`src/rtl/io_port_pkg.sv`:
```
// io_port_pkg: shared constants for the memory-mapped I/O port block.
// Holds the register index map, STATUS bit positions, bus widths and the
// IO window base address (0xFFFF0000).
package io_port_pkg;

  localparam int unsigned DATA_W = 32;
  localparam int unsigned ADDR_W = 13;
  localparam int unsigned KBD_W  = 8;
  localparam int unsigned BTN_W  = 4;

  localparam logic [31:0] IO_BASE_ADDR = 32'hFFFF_0000;

  // Register index = addr[3:2]
  localparam logic [1:0] IDX_KEYDATA = 2'd0;
  localparam logic [1:0] IDX_STATUS  = 2'd1;
  localparam logic [1:0] IDX_MSCOUNT = 2'd2;
  localparam logic [1:0] IDX_LEDS    = 2'd3;

  // STATUS register layout
  localparam int unsigned ST_NOT_EMPTY = 0;
  localparam int unsigned ST_FULL      = 1;
  localparam int unsigned ST_OVERFLOW  = 2;
  localparam int unsigned ST_COUNT_LSB = 4;
  localparam int unsigned ST_BTN_LSB   = 8;

  // LEDS register: irq enable bit (only present when IO_PORT_IRQ_EN is defined)
  localparam int unsigned LEDS_IRQ_EN_BIT = 31;

  // Clamp a FIFO occupancy value to the 4-bit STATUS count field.
  function automatic logic [3:0] satCount4(input logic [31:0] cnt);
    return (cnt > 32'd15) ? 4'd15 : 4'(cnt);
  endfunction

endpackage

```
`src/rtl/io_port_ctrl_if.sv`:
```
// io_port_ctrl_if: CPU-side memory bus into the IO port block.
//   en       - memEnable[2] from the decoder
//   addr     - 13-bit physical offset
//   memWrite - store strobe, memRead - load strobe
//   wdata    - store data, rdata - combinational load data
// master = CPU/decoder side, slave = io_port_ctrl.
interface io_port_ctrl_if import io_port_pkg::*; ();

  logic              en;
  logic [ADDR_W-1:0] addr;
  logic              memWrite;
  logic              memRead;
  logic [DATA_W-1:0] wdata;
  logic [DATA_W-1:0] rdata;

  modport master (output en, addr, memWrite, memRead, wdata, input rdata);
  modport slave  (input en, addr, memWrite, memRead, wdata, output rdata);

endinterface

```
`src/rtl/io_kbd_fifo.sv`:
```
// io_kbd_fifo: circular scan-code FIFO with head/tail pointers and count.
// Ports:
//   clk, rst        - clock, async active-low reset
//   push, pushData  - write request (ignored when full)
//   pop             - read request (ignored when empty)
//   headData        - current head entry (valid when !empty)
//   full, empty     - combinational occupancy flags
//   count           - number of stored entries
// DEPTH must be a power of two so the pointers wrap naturally.
module io_kbd_fifo #(
  parameter int unsigned DEPTH = 8,
  parameter int unsigned WIDTH = 8,
  localparam int unsigned PTR_W = (DEPTH > 1) ? $clog2(DEPTH) : 1,
  localparam int unsigned CNT_W = PTR_W + 1
) (
  input  logic             clk,
  input  logic             rst,
  input  logic             push,
  input  logic [WIDTH-1:0] pushData,
  input  logic             pop,
  output logic [WIDTH-1:0] headData,
  output logic             full,
  output logic             empty,
  output logic [CNT_W-1:0] count
);

  logic [WIDTH-1:0] mem [DEPTH];
  logic [PTR_W-1:0] headPtr;
  logic [PTR_W-1:0] tailPtr;
  logic             doPush;
  logic             doPop;

  assign full     = (count == CNT_W'(DEPTH));
  assign empty    = (count == '0);
  assign doPush   = push && !full;
  assign doPop    = pop && !empty;
  assign headData = mem[headPtr];

  // Storage carries no reset; occupancy is tracked by count alone.
  always_ff @(posedge clk) begin
    if (doPush) mem[tailPtr] <= pushData;
  end

  // Pointers and occupancy
  always_ff @(posedge clk or negedge rst) begin
    if (!rst) begin
      headPtr <= '0;
      tailPtr <= '0;
      count   <= '0;
    end else begin
      if (doPush) tailPtr <= tailPtr + PTR_W'(1);
      if (doPop)  headPtr <= headPtr + PTR_W'(1);
      case ({doPush, doPop})
        2'b10:   count <= count + CNT_W'(1);
        2'b01:   count <= count - CNT_W'(1);
        default: count <= count;
      endcase
    end
  end

endmodule

```
`src/rtl/io_port_ctrl.sv`:
```
// io_port_ctrl: memory-mapped IO peripheral for window 0xFFFF0000-0xFFFF000C.
// Registers: KEYDATA (0x0, read pops), STATUS (0x4), MS_COUNT (0x8), LEDS (0xC).
// Ports:
//   clk, rst        - clock, async active-low reset
//   bus             - io_port_ctrl_if.slave (en/addr/memWrite/memRead/wdata/rdata)
//   kbd_code/valid  - scan-code push interface (clk domain)
//   btn             - raw asynchronous push-buttons
//   leds            - LED register output
//   irq             - registered interrupt, only with IO_PORT_IRQ_EN defined
// Optional feature macro: IO_PORT_IRQ_EN (adds irq port and LEDS[31] irq enable).
module io_port_ctrl import io_port_pkg::*; #(
  parameter int unsigned CLK_FREQ_HZ = 25000000,
  parameter int unsigned FIFO_DEPTH  = 8,
  parameter int unsigned LED_WIDTH   = 16
) (
  input  logic                 clk,
  input  logic                 rst,
  io_port_ctrl_if.slave        bus,
  input  logic [KBD_W-1:0]     kbd_code,
  input  logic                 kbd_valid,
  input  logic [BTN_W-1:0]     btn,
  output logic [LED_WIDTH-1:0] leds
`ifdef IO_PORT_IRQ_EN
  ,
  output logic                 irq
`endif
);

  localparam int unsigned PRESC_TERM = CLK_FREQ_HZ / 1000 - 1;
  localparam int unsigned PRESC_W    = (PRESC_TERM > 0) ? $clog2(PRESC_TERM + 1) : 1;
  localparam int unsigned FIFO_PTR_W = (FIFO_DEPTH > 1) ? $clog2(FIFO_DEPTH) : 1;
  localparam int unsigned FIFO_CNT_W = FIFO_PTR_W + 1;

  // Address decode
  logic       accessOk;
  logic [1:0] regIdx;
  logic       rdStrobe;
  logic       wrStrobe;
  logic       unusedAddrBits;

  assign accessOk       = bus.en && (bus.addr[ADDR_W-1:4] == '0);
  assign regIdx         = bus.addr[3:2];
  assign rdStrobe       = accessOk && bus.memRead;
  assign wrStrobe       = accessOk && bus.memWrite;
  assign unusedAddrBits = ^bus.addr[1:0];

  // Keyboard FIFO
  logic [KBD_W-1:0]      fifoHead;
  logic                  fifoFull;
  logic                  fifoEmpty;
  logic [FIFO_CNT_W-1:0] fifoCount;
  logic                  popReq;

  assign popReq = rdStrobe && (regIdx == IDX_KEYDATA);

  io_kbd_fifo #(
    .DEPTH (FIFO_DEPTH),
    .WIDTH (KBD_W)
  ) u_fifo (
    .clk      (clk),
    .rst      (rst),
    .push     (kbd_valid),
    .pushData (kbd_code),
    .pop      (popReq),
    .headData (fifoHead),
    .full     (fifoFull),
    .empty    (fifoEmpty),
    .count    (fifoCount)
  );

  // Sticky overflow: a dropped code in the same cycle as a clear keeps it set.
  logic overflow;

  always_ff @(posedge clk or negedge rst) begin
    if (!rst) begin
      overflow <= 1'b0;
    end else if (kbd_valid && fifoFull) begin
      overflow <= 1'b1;
    end else if (wrStrobe && (regIdx == IDX_STATUS) && bus.wdata[ST_OVERFLOW]) begin
      overflow <= 1'b0;
    end
  end

  // Millisecond counter; a software load overrides the terminal-cycle increment.
  logic [PRESC_W-1:0] prescaler;
  logic [31:0]        msCount;

  always_ff @(posedge clk or negedge rst) begin
    if (!rst) begin
      prescaler <= '0;
      msCount   <= '0;
    end else if (wrStrobe && (regIdx == IDX_MSCOUNT)) begin
      prescaler <= '0;
      msCount   <= bus.wdata;
    end else if (prescaler == PRESC_W'(PRESC_TERM)) begin
      prescaler <= '0;
      msCount   <= msCount + 32'd1;
    end else begin
      prescaler <= prescaler + PRESC_W'(1);
    end
  end

  // LED register (and irq enable when present)
`ifdef IO_PORT_IRQ_EN
  logic irqEnable;
`endif

  always_ff @(posedge clk or negedge rst) begin
    if (!rst) begin
      leds      <= '0;
`ifdef IO_PORT_IRQ_EN
      irqEnable <= 1'b0;
`endif
    end else if (wrStrobe && (regIdx == IDX_LEDS)) begin
      leds      <= bus.wdata[LED_WIDTH-1:0];
`ifdef IO_PORT_IRQ_EN
      irqEnable <= bus.wdata[LEDS_IRQ_EN_BIT];
`endif
    end
  end

  // Two-flop button synchronizer
  logic [BTN_W-1:0] btnMeta;
  logic [BTN_W-1:0] btnSync;

  always_ff @(posedge clk or negedge rst) begin
    if (!rst) begin
      btnMeta <= '0;
      btnSync <= '0;
    end else begin
      btnMeta <= btn;
      btnSync <= btnMeta;
    end
  end

`ifdef IO_PORT_IRQ_EN
  // Interrupt, registered from current FIFO/overflow state
  always_ff @(posedge clk or negedge rst) begin
    if (!rst) begin
      irq <= 1'b0;
    end else begin
      irq <= irqEnable && (!fifoEmpty || overflow);
    end
  end
`endif

  // STATUS word assembly
  logic [DATA_W-1:0] statusWord;

  always_comb begin
    statusWord                          = '0;
    statusWord[ST_NOT_EMPTY]            = !fifoEmpty;
    statusWord[ST_FULL]                 = fifoFull;
    statusWord[ST_OVERFLOW]             = overflow;
    statusWord[ST_COUNT_LSB +: 4]       = satCount4(32'(fifoCount));
    statusWord[ST_BTN_LSB +: BTN_W]     = btnSync;
  end

  // Combinational read mux; zero unless a valid read is in progress
  always_comb begin
    bus.rdata = '0;
    if (rdStrobe) begin
      case (regIdx)
        IDX_KEYDATA: bus.rdata = fifoEmpty ? '0 : DATA_W'(fifoHead);
        IDX_STATUS:  bus.rdata = statusWord;
        IDX_MSCOUNT: bus.rdata = msCount;
        IDX_LEDS: begin
          bus.rdata = DATA_W'(leds);
`ifdef IO_PORT_IRQ_EN
          bus.rdata[LEDS_IRQ_EN_BIT] = irqEnable;
`endif
        end
      endcase
    end
  end

endmodule

```
`src/flat_wrapper.sv`:
```
// flat-port wrapper written by rule: the top's interface ports become plain ports
module io_port_ctrl_flat import io_port_pkg::*;
#(
  parameter int unsigned CLK_FREQ_HZ = 25000000,
  parameter int unsigned FIFO_DEPTH  = 8,
  parameter int unsigned LED_WIDTH   = 16
)
  (clk, rst, kbd_code, kbd_valid, btn, leds, bus_en, bus_addr, bus_memWrite, bus_memRead, bus_wdata, bus_rdata);
  io_port_ctrl_if bus_i ();
  input  logic clk;
  input  logic rst;
  input  logic [KBD_W-1:0] kbd_code;
  input  logic kbd_valid;
  input  logic [BTN_W-1:0] btn;
  output logic [LED_WIDTH-1:0] leds;
  input wire logic [$bits(bus_i.en)-1:0] bus_en;
  input wire logic [$bits(bus_i.addr)-1:0] bus_addr;
  input wire logic [$bits(bus_i.memWrite)-1:0] bus_memWrite;
  input wire logic [$bits(bus_i.memRead)-1:0] bus_memRead;
  input wire logic [$bits(bus_i.wdata)-1:0] bus_wdata;
  output wire logic [$bits(bus_i.rdata)-1:0] bus_rdata;
  assign bus_i.en = bus_en;
  assign bus_i.addr = bus_addr;
  assign bus_i.memWrite = bus_memWrite;
  assign bus_i.memRead = bus_memRead;
  assign bus_i.wdata = bus_wdata;
  assign bus_rdata = bus_i.rdata;
  io_port_ctrl #(.CLK_FREQ_HZ(CLK_FREQ_HZ), .FIFO_DEPTH(FIFO_DEPTH), .LED_WIDTH(LED_WIDTH)) u_core (.clk(clk), .rst(rst), .bus(bus_i), .kbd_code(kbd_code), .kbd_valid(kbd_valid), .btn(btn), .leds(leds));
endmodule
```
`config.mk`:
```
export PLATFORM = sky130hd
export DESIGN_NAME = io_port_ctrl_flat
export DESIGN_NICKNAME = d
export VERILOG_FILES = /design/src/rtl/io_port_pkg.sv /design/src/rtl/io_port_ctrl_if.sv /design/src/rtl/io_kbd_fifo.sv /design/src/rtl/io_port_ctrl.sv /design/src/flat_wrapper.sv
export SDC_FILE = /design/constraint.sdc
export NUM_CORES = 1
export LEC_CHECK = 0
export ABC_AREA = 1
export BUFFER_PORTS_ARGS = -buffer_cell sky130_fd_sc_hd__buf_4
export CAP_MARGIN = 20
export CORE_ASPECT_RATIO = 0.5
export CORE_MARGIN = 2
export CORE_UTILIZATION = 57
export DETAILED_ROUTE_END_ITERATION = 10
export HOLD_SLACK_MARGIN = 0.05
export PLACE_DENSITY = 0.79
export SLEW_MARGIN = 30
export SYNTH_ARGS = -nofsm -noshare
export SYNTH_HDL_FRONTEND = slang
export SYNTH_HIERARCHICAL = 1
export SYNTH_SLANG_ARGS = --single-unit
```
`constraint.sdc`:
```
create_clock -name clk -period 2.2 [get_ports clk]
set_input_delay 0.33 -clock clk [delete_from_list [all_inputs] [get_ports clk]]
set_output_delay 0.33 -clock clk [all_outputs]
set_load 0.02 [all_outputs]
```
==> metrics.md, run 1 <==
| Metric | Value |
|---|---|
| Failing checks | setup timing |
| Tmin final | about 2.5 ns |
| Worst Tran Pin Value | 0.493 ns |
| I/O pin total | 111 |
| Vias per cell | between 5 and 6 |
| Hold WC Path Type | in2reg |
| Die ar. | 0.0154 sq mm |
| Crit Path Max Fanout | 13 |
| Area post-placement | 0.00935 sq mm |
| Reg area | 0.00398 sq mm |
| Crit. End Element | primary output |
| H-tree level count | 4 |
| RSZ-0062 raised after global routing | true |
| Share of the synthesized area in the top cell type | around a quarter |
| Starting Density | roughly three fifths |
| Final setup margin | -0.260 ns |
| Worst-skew pair later-pin latency | between 0.4 and 0.5 ns |
| Vias | around 7,800 |
| Highest-count cells in the layout ignoring fill and taps | nand2_1 (370), buf_4 (138), nor2_1 (138) |
| Clock group share of total power | just over 40% |
| Hold Fails Final Rpt | 0 |
| GRT Residual Overflow | 0 |
| Post-Syn Area | approximately 0.008 sq mm |
| Cell area after layout | 0.0102 sq mm |
| Share of power burned in registers | between 40 and 50% |
| Top cells by area, synth | dfrtp_1 (25%), edfxtp_1 (23%), nand2_1 (18%) |
| Clock Skew | about 0.010 ns |
| Endpoints failing setup | 8 |
| PwrDens | around 730 mW/mm^2 |
| Inserted Clock Buffers | 17 |
| Clock sink count | 146 |
| I/O Buffers | 108 |
| Die Y | ~90 um |
| Worst VDD drop | around 430 uV |
| Post-route ant nets | 0 |
| P_sw | roughly 2.2 mW |
| Core Area | approximately 0.014 sq mm |
| Pre-CTS WS | 0.0451 ns |
| Starting DRC count in detailed routing | roughly 560 |
| Sw frac | between 20% and 30% |
| Clk root buf | clkbuf_16 |
| Pleak | ~4.9 nW |
| Register area share after synthesis | ~48% |
| Mapped Nets | about 1,200 |
| Global placer's final weighted congestion | around 0.95 |
| Post-synth top area cell | dfrtp_1 |
| Fillers | around 1,100 |
| Longest Clk Path Bufs | 2 |
| Estimated wirelength of the detail-placed design | roughly 16,000 um |
| Yosys warning total | 6 |
| DR WL/cell | 15.7 um |
| Share of cells above drive strength 1 | between 10% and 20% |
| CTS clk-pin slew, worst paths | ~0.07 ns |
| Multi-input combinational cell area | approximately 0.0036 sq mm |
| Cell variety after synth | 36 |
| EDFF count, synth | 64 |
| Commonest non-fill, non-tap cell in the layout | nand2_1 |
| Max-slew violations | 0 |
| Fmax | 407 MHz |
| Layout area overhead | 24.5% |
| Relative slew slack | about two thirds |
| Largest net degree at the start of global routing | 38 |
| Async set-reset flop share out of synthesis | a little under three fifths |
| Initial antenna violation count | 0 |
| Drc violations | 0 |
| Internal | between 5 and 6 mW |
| Nets@finish | about 1,300 |
| Worst EP arrival | between 2 and 2.5 ns |
| Worst setup SP type | register |
| Total wire length | about 23,000 um |
| Worst Path Required | ~1.9 ns |
| Status | finished with violations |
| Crit share post-route | 112% |
| Drt pass-1 iters | 5 |
| Total of max-cap violations | 0 |
| Synth Flop Type | dfrtp_1 |
| Die Wd | approximately 170 um |
| Num rows | 30 |
| Synthesized flop and latch total | about 150 |
| Combinational Power Share | 14.5% |
| First-pass GRT wire length | between 30,000 and 40,000 um |
| Ant diodes | 0 |
| Synth Instances | around 1,100 |
| Avg Synthesized Cell Area | 7.48 sq um |
| Number of global-route vias before repair | 7,339 |
| GRT Total Usage | between 30% and 40% |
| Critical path class | reg2out |
| TritonCTS clock tree | built |
-- cell families (layout without fill, tap and decap cells) --
group | count (synthesis) | count (layout) | synth area share, %
AOI/OAI and AO/OA | 64 | 64 | 4.36
xor gates and xnor gates | 19 | 19 | 2.03
adders and majority gates | 8 | 8 | 1.31
buffers and inverters | 177 | 325 | 9.11
DFF | 146 | 146 | 48.4
and+or+nand+nor | 683 | 683 | 34.8
-- repair_timing --
| item | 4_1_cts | 5_1_grt |
|---|---|---|
| buffers inserted | 2 | 1 |
| cloned | 4 | 0 |
| gates resized for setup | 22 | 6 |
| hold buffers | 5 | 0 |
| pin swaps | 10 | 4 |
| endpoints found under the hold margin | 38 | 0 |
| endpoints found under the setup margin | 8 | 8 |
-- cells in the mapped netlist (2+ instances only) --
cell	n
a21oi_1	21
a311oi_1	7
a31oi_1	4
buf_2	13
buf_4	6
buf_6	6
clkbuf_1	8
clkinv_1	3
dfrtp_1	82
edfxtp_1	64
ha_1	7
inv_1	132
inv_2	8
nand2_1	384
nand2_2	4
nand3_1	79
nand3_2	3
nand4_1	18
nor2_1	144
nor2_2	8
nor2_4	2
nor3_1	34
o21ai_0	30
xnor2_1	9
xor2_1	10
-- path summary, 6_finish.rpt --
path / slack [ns] / cells past startpoint / to / from
max in group asynchronous: 1.11 / 3 / u_core/u_fifo/tailPtr[2] / rst
min reg2reg: 0.35 / 0 / u_core/btnSync[2] / u_core/btnMeta[2]
min in group asynchronous: 0.43 / 2 / u_core/msCount[26] / rst
min: 0.14 / 1 / u_core/u_fifo/mem[7][2] / kbd_code[2]
max reg2reg: 0.25 / 11 / u_core/u_fifo/count[3] / u_core/u_fifo/count[1]
max: -0.26 / 10 / bus_rdata[4] / u_core/u_fifo/headPtr[0]
-- layer usage --
metal  vias to the layer above  part of all wire [%]  global-route usage [%]
met4                         0                   1.9                    10.1
met1                      3687                    42                    37.8
li1                       3746                     -                       -
met2                       288                    49                    54.1
met3                        41                   7.1                    5.76
met5                         -                     0                       0
-- area by class of cell --
cell class / count / share of cell area [%]
Clock buffer: 17 / 4.16
Clock inverter: 15 / 1.85
Inverter: 143 / 5.25
Multi-Input combinational cell: 774 / 35.3
Sequential cell: 146 / 38.9
Tap cell: 192 / 2.35
Timing Repair Buffer: 150 / 12.2
-- power by group through the flow --
stage          combinational, mW  sequential (mW)  clock [mW]
3_5_place_dp                1.03             3.40           0
4_1_cts                     1.07             3.35        3.04
5_1_grt                     1.22             3.39        3.17
2_1_floorplan              0.656             3.36           0
3_3_place_gp               0.995             3.39           0
6_report                    1.08             3.35        3.03
-- through the flow --
step / std cells / utilization [%] / setup TNS (ns) / total power [mW] / hold WS [ns]
final: 1437 / 74.0 / -1.54 / 7.46 / 0.136
after detailed placement: 1394 / 67.7 / 0 / 4.43 / 0.328
after global placement: 1394 / 67.7 / 0 / 4.38 / 0.325
after CTS: 1437 / 74.0 / -1.54 / 7.46 / 0.126
after global routing: 1437 / 74.0 / -2.31 / 7.77 / 0.123
after floorplan: 1097 / - / 0 / 4.01 / 0.0344
-- flip-flops by register name, summed over array words and instances, names as in the netlist --
register and cells:
u_core/u_fifo/mem 64, u_core/msCount 32, u_core/btnSync 4, u_core/leds 16, u_core/u_fifo/tailPtr 3, u_core/overflow 1, u_core/u_fifo/headPtr 3, u_core/prescaler 15
u_core/u_fifo/count 4, u_core/btnMeta 4
-- worst max-delay path, stage by stage, from the launching register on --
cell,delay [ns]
dfrtp_2,0.47
buf_4,0.17
buf_16,0.14
nand2_1,0.07
nand2_1,0.07
nand2_1,0.10
nand2_1,0.08
nand2_2,0.09
a21oi_1,0.08
a311oi_2,0.25
buf_4,0.20
Power figures use the tool's default switching activity.
==> inputs of run 2 (changes only) <==
--- a/config.mk
+++ b/config.mk
@@ -6,13 +6,14 @@
 export NUM_CORES = 1
 export LEC_CHECK = 0
 export ABC_AREA = 1
-export BUFFER_PORTS_ARGS = -buffer_cell sky130_fd_sc_hd__buf_4
+export BUFFER_PORTS_ARGS = -buffer_cell sky130_fd_sc_hd__buf_2
 export CAP_MARGIN = 20
 export CORE_ASPECT_RATIO = 0.5
 export CORE_MARGIN = 2
 export CORE_UTILIZATION = 57
 export DETAILED_ROUTE_END_ITERATION = 10
 export HOLD_SLACK_MARGIN = 0.05
+export MAX_ROUTING_LAYER = met4
 export PLACE_DENSITY = 0.79
 export SLEW_MARGIN = 30
 export SYNTH_ARGS = -nofsm -noshare
==> run 2 against run 1 <==
Net effect:
- largest cell class unchanged
- die area stayed put
- critical path depth stayed put
- clock-buffer cell count is 1 higher
- highest routed layer unchanged
- utilization is 0.48 points lower
- clock power is 3% higher
- register-to-register slack worse by 0.02 ns
- critical path type unchanged
- clock skew is 0.0037 ns lower
- the run still ends with setup timing left
- first-iteration DRC count is 9.8% higher
==> metrics.md, run 2 (same netlist as run 1, synthesis figures left out) <==
| Metric | Value |
|---|---|
| Biggest regs | u_core/u_fifo/mem: 64 flops, u_core/msCount: 32 flops, u_core/leds: 16 flops |
| Crit Path Max Fanout | 8 |
| Number of global-route vias before repair | 7,346 |
| Drc violations | 0 |
| Worst Path Required | approximately 1.9 ns |
| Worst Tran Pin Value | 0.484 ns |
| Crit. End Element | primary output |
| Clock Skew | 0.00662 ns |
| Placed instance count | between 1,000 and 1,500 |
| PwrDens | about 750 mW/mm^2 |
| Total of max-cap violations | 0 |
| Share of cells above drive strength 1 | about a fifth |
| Sw frac | between 20% and 30% |
| Clk root buf | clkbuf_16 |
| TritonCTS clock tree | built |
| Drt pass-1 iters | 5 |
| First-pass GRT wire length | about 36,000 um |
| Failing checks | setup timing |
| Vias | approximately 8,000 |
| Max-slew violations | 0 |
| Die Wd | around 170 um |
| Ant diodes | 0 |
| Total wire length | about 23,000 um |
| Estimated wirelength of the detail-placed design | around 15,000 um |
| GRT Total Usage | 31.5% |
| Die Y | between 80 and 90 um |
| Combinational Power Share | between 10% and 20% |
| Final setup margin | -0.286 ns |
| Share of power burned in registers | 44.3% |
| I/O Buffers | ~110 |
| Starting DRC count in detailed routing | roughly 620 |
| Die ar. | approximately 0.015 sq mm |
| P_sw | 2.20 mW |
| Largest net degree at the start of global routing | 61 |
| H-tree level count | 4 |
| Hold_ws | ~0.12 ns |
| Post-route ant nets | 0 |
| DR WL/cell | between 15 and 20 um |
| Starting Density | between 50% and 60% |
| Global placer's final weighted congestion | 0.963 |
| Relative slew slack | 67.7% |
| GRT Residual Overflow | 0 |
| Max reg flops | 64 |
| Initial antenna violation count | 0 |
| Fmax | approximately 400 MHz |
| Worst reg2reg path depth | 11 |
| Hold path startpoint | bus_wdata[27] |
| Crit share post-route | 113% |
| Fillers | around 1,100 |
| Vias per cell | roughly 5.4 |
| Critical path class | reg2out |
| Longest Clk Path Bufs | 2 |
| Tmin final | between 2 and 2.5 ns |
| Worst-skew pair later-pin latency | between 0.4 and 0.5 ns |
| Clock sink count | 146 |
| Crit Reg-Reg Endpoint | u_core/u_fifo/count[3] |
| R2r setup slk | roughly 0.23 ns |
| Core Area | about 0.014 sq mm |
| Hold Path Sink | u_core/msCount[27] |
| Status | finished with violations |
| Pleak | 4.87 nW |
| Fin cells | 1,440 |
| Inserted Clock Buffers | 17 |
| Highest-count cells in the layout ignoring fill and taps | nand2_1 (356), nor2_1 (136), inv_1 (131) |
| Internal | between 5 and 6 mW |
| Worst EP arrival | roughly 2.2 ns |
| Endpoints failing setup | 8 |
| Worst setup SP type | register |
| Hold Fails Final Rpt | 0 |
| Hold Path Depth | 3 |
| Clock group share of total power | 41.1% |
| Hold WC Path Type | in2reg |
| RSZ-0062 raised after global routing | true |
| Num rows | 30 |
| I/O pin total | between 100 and 150 |
| Nets@finish | 1,306 |
| Reg with most FFs | u_core/u_fifo/mem |
| Commonest non-fill, non-tap cell in the layout | nand2_1 |
| CTS clk-pin slew, worst paths | 0.06 ns |
| Worst VDD drop | approximately 380 uV |
| Layout area overhead | 23.7% |
| R2R Path Start | u_core/u_fifo/count[1] |
-- run 2: layer usage --
metal | wire length [um] | global-route usage (%)
met1 | 9570 | 37.8
met4 | 497 | 13.2
met3 | 1770 | 6.79
met5 | 0 | -
met2 | 11300 | 52.9
-- run 2: how the worst max path moves through the flow --
stage,from,end,slack [ns],cells after the start
2_1_floorplan,bus_addr[11],u_core/u_fifo/count[3],0.03,15
3_5_place_dp,bus_addr[11],u_core/u_fifo/count[2],0.06,13
3_3_place_gp,bus_addr[9],u_core/u_fifo/count[3],0.13,15
4_1_cts,u_core/u_fifo/headPtr[0],bus_rdata[3],-0.26,11
6_report,u_core/u_fifo/headPtr[0],bus_rdata[3],-0.29,10
5_1_grt,u_core/u_fifo/headPtr[0],bus_rdata[3],-0.38,10
-- run 2: final cells by class --
cell class	instances	area [sq um]	share of cell area, %
timing repair buffer	153	1070	10.6
inverter	143	543	5.35
tap	192	240	2.37
clock buffer	18	429	4.23
clock inverter	14	195	1.92
multi-input combinational	774	3700	36.4
sequential	146	3980	39.1
-- run 2: metrics by stage --
| stage | setup slack [ns] | cell area, sq um | setup TNS, ns | util, % | power (mW) |
|---|---|---|---|---|---|
| after floorplan | 0.0261 | 8270 | 0 | - | 4.01 |
| after global placement | 0.130 | 9090 | 0 | 65.8 | 4.35 |
| after detailed placement | 0.0565 | 9090 | 0 | 65.8 | 4.40 |
| after CTS | -0.260 | 9910 | -1.85 | 71.8 | 7.51 |
| after global routing | -0.382 | 10200 | -2.65 | 73.5 | 7.87 |
| final | -0.286 | 10200 | -1.98 | 73.5 | 7.58 |
-- run 2: power by group through the flow --
stage                     Sequential [mW]  Clock [mW]  Combinational, mW
after detailed placement             3.40           0               1.01
after floorplan                      3.36           0              0.656
final                                3.36        3.12               1.10
after global placement               3.39           0              0.962
after CTS                            3.35        3.13               1.04
after global routing                 3.40        3.25               1.23
-- run 2: critical path: stages (launching register included) --
cell	delay [ns]
dfrtp_2	0.48
buf_12	0.18
clkbuf_16	0.16
nand2_1	0.09
nand2_1	0.05
nand2_1	0.06
nand2_1	0.05
nand2_1	0.09
a21oi_1	0.09
nor4_2	0.27
buf_4	0.20
-- run 2: repair_timing --
action | 4_1_cts | 5_1_grt
hold buffers | 5 | 0
endpoints found under the setup margin | 8 | 8
gates resized for setup | 15 | 48
buffers inserted | 2 | 5
pin swaps | 11 | 22
endpoints found under the hold margin | 26 | 0
cloned | 3 | 3
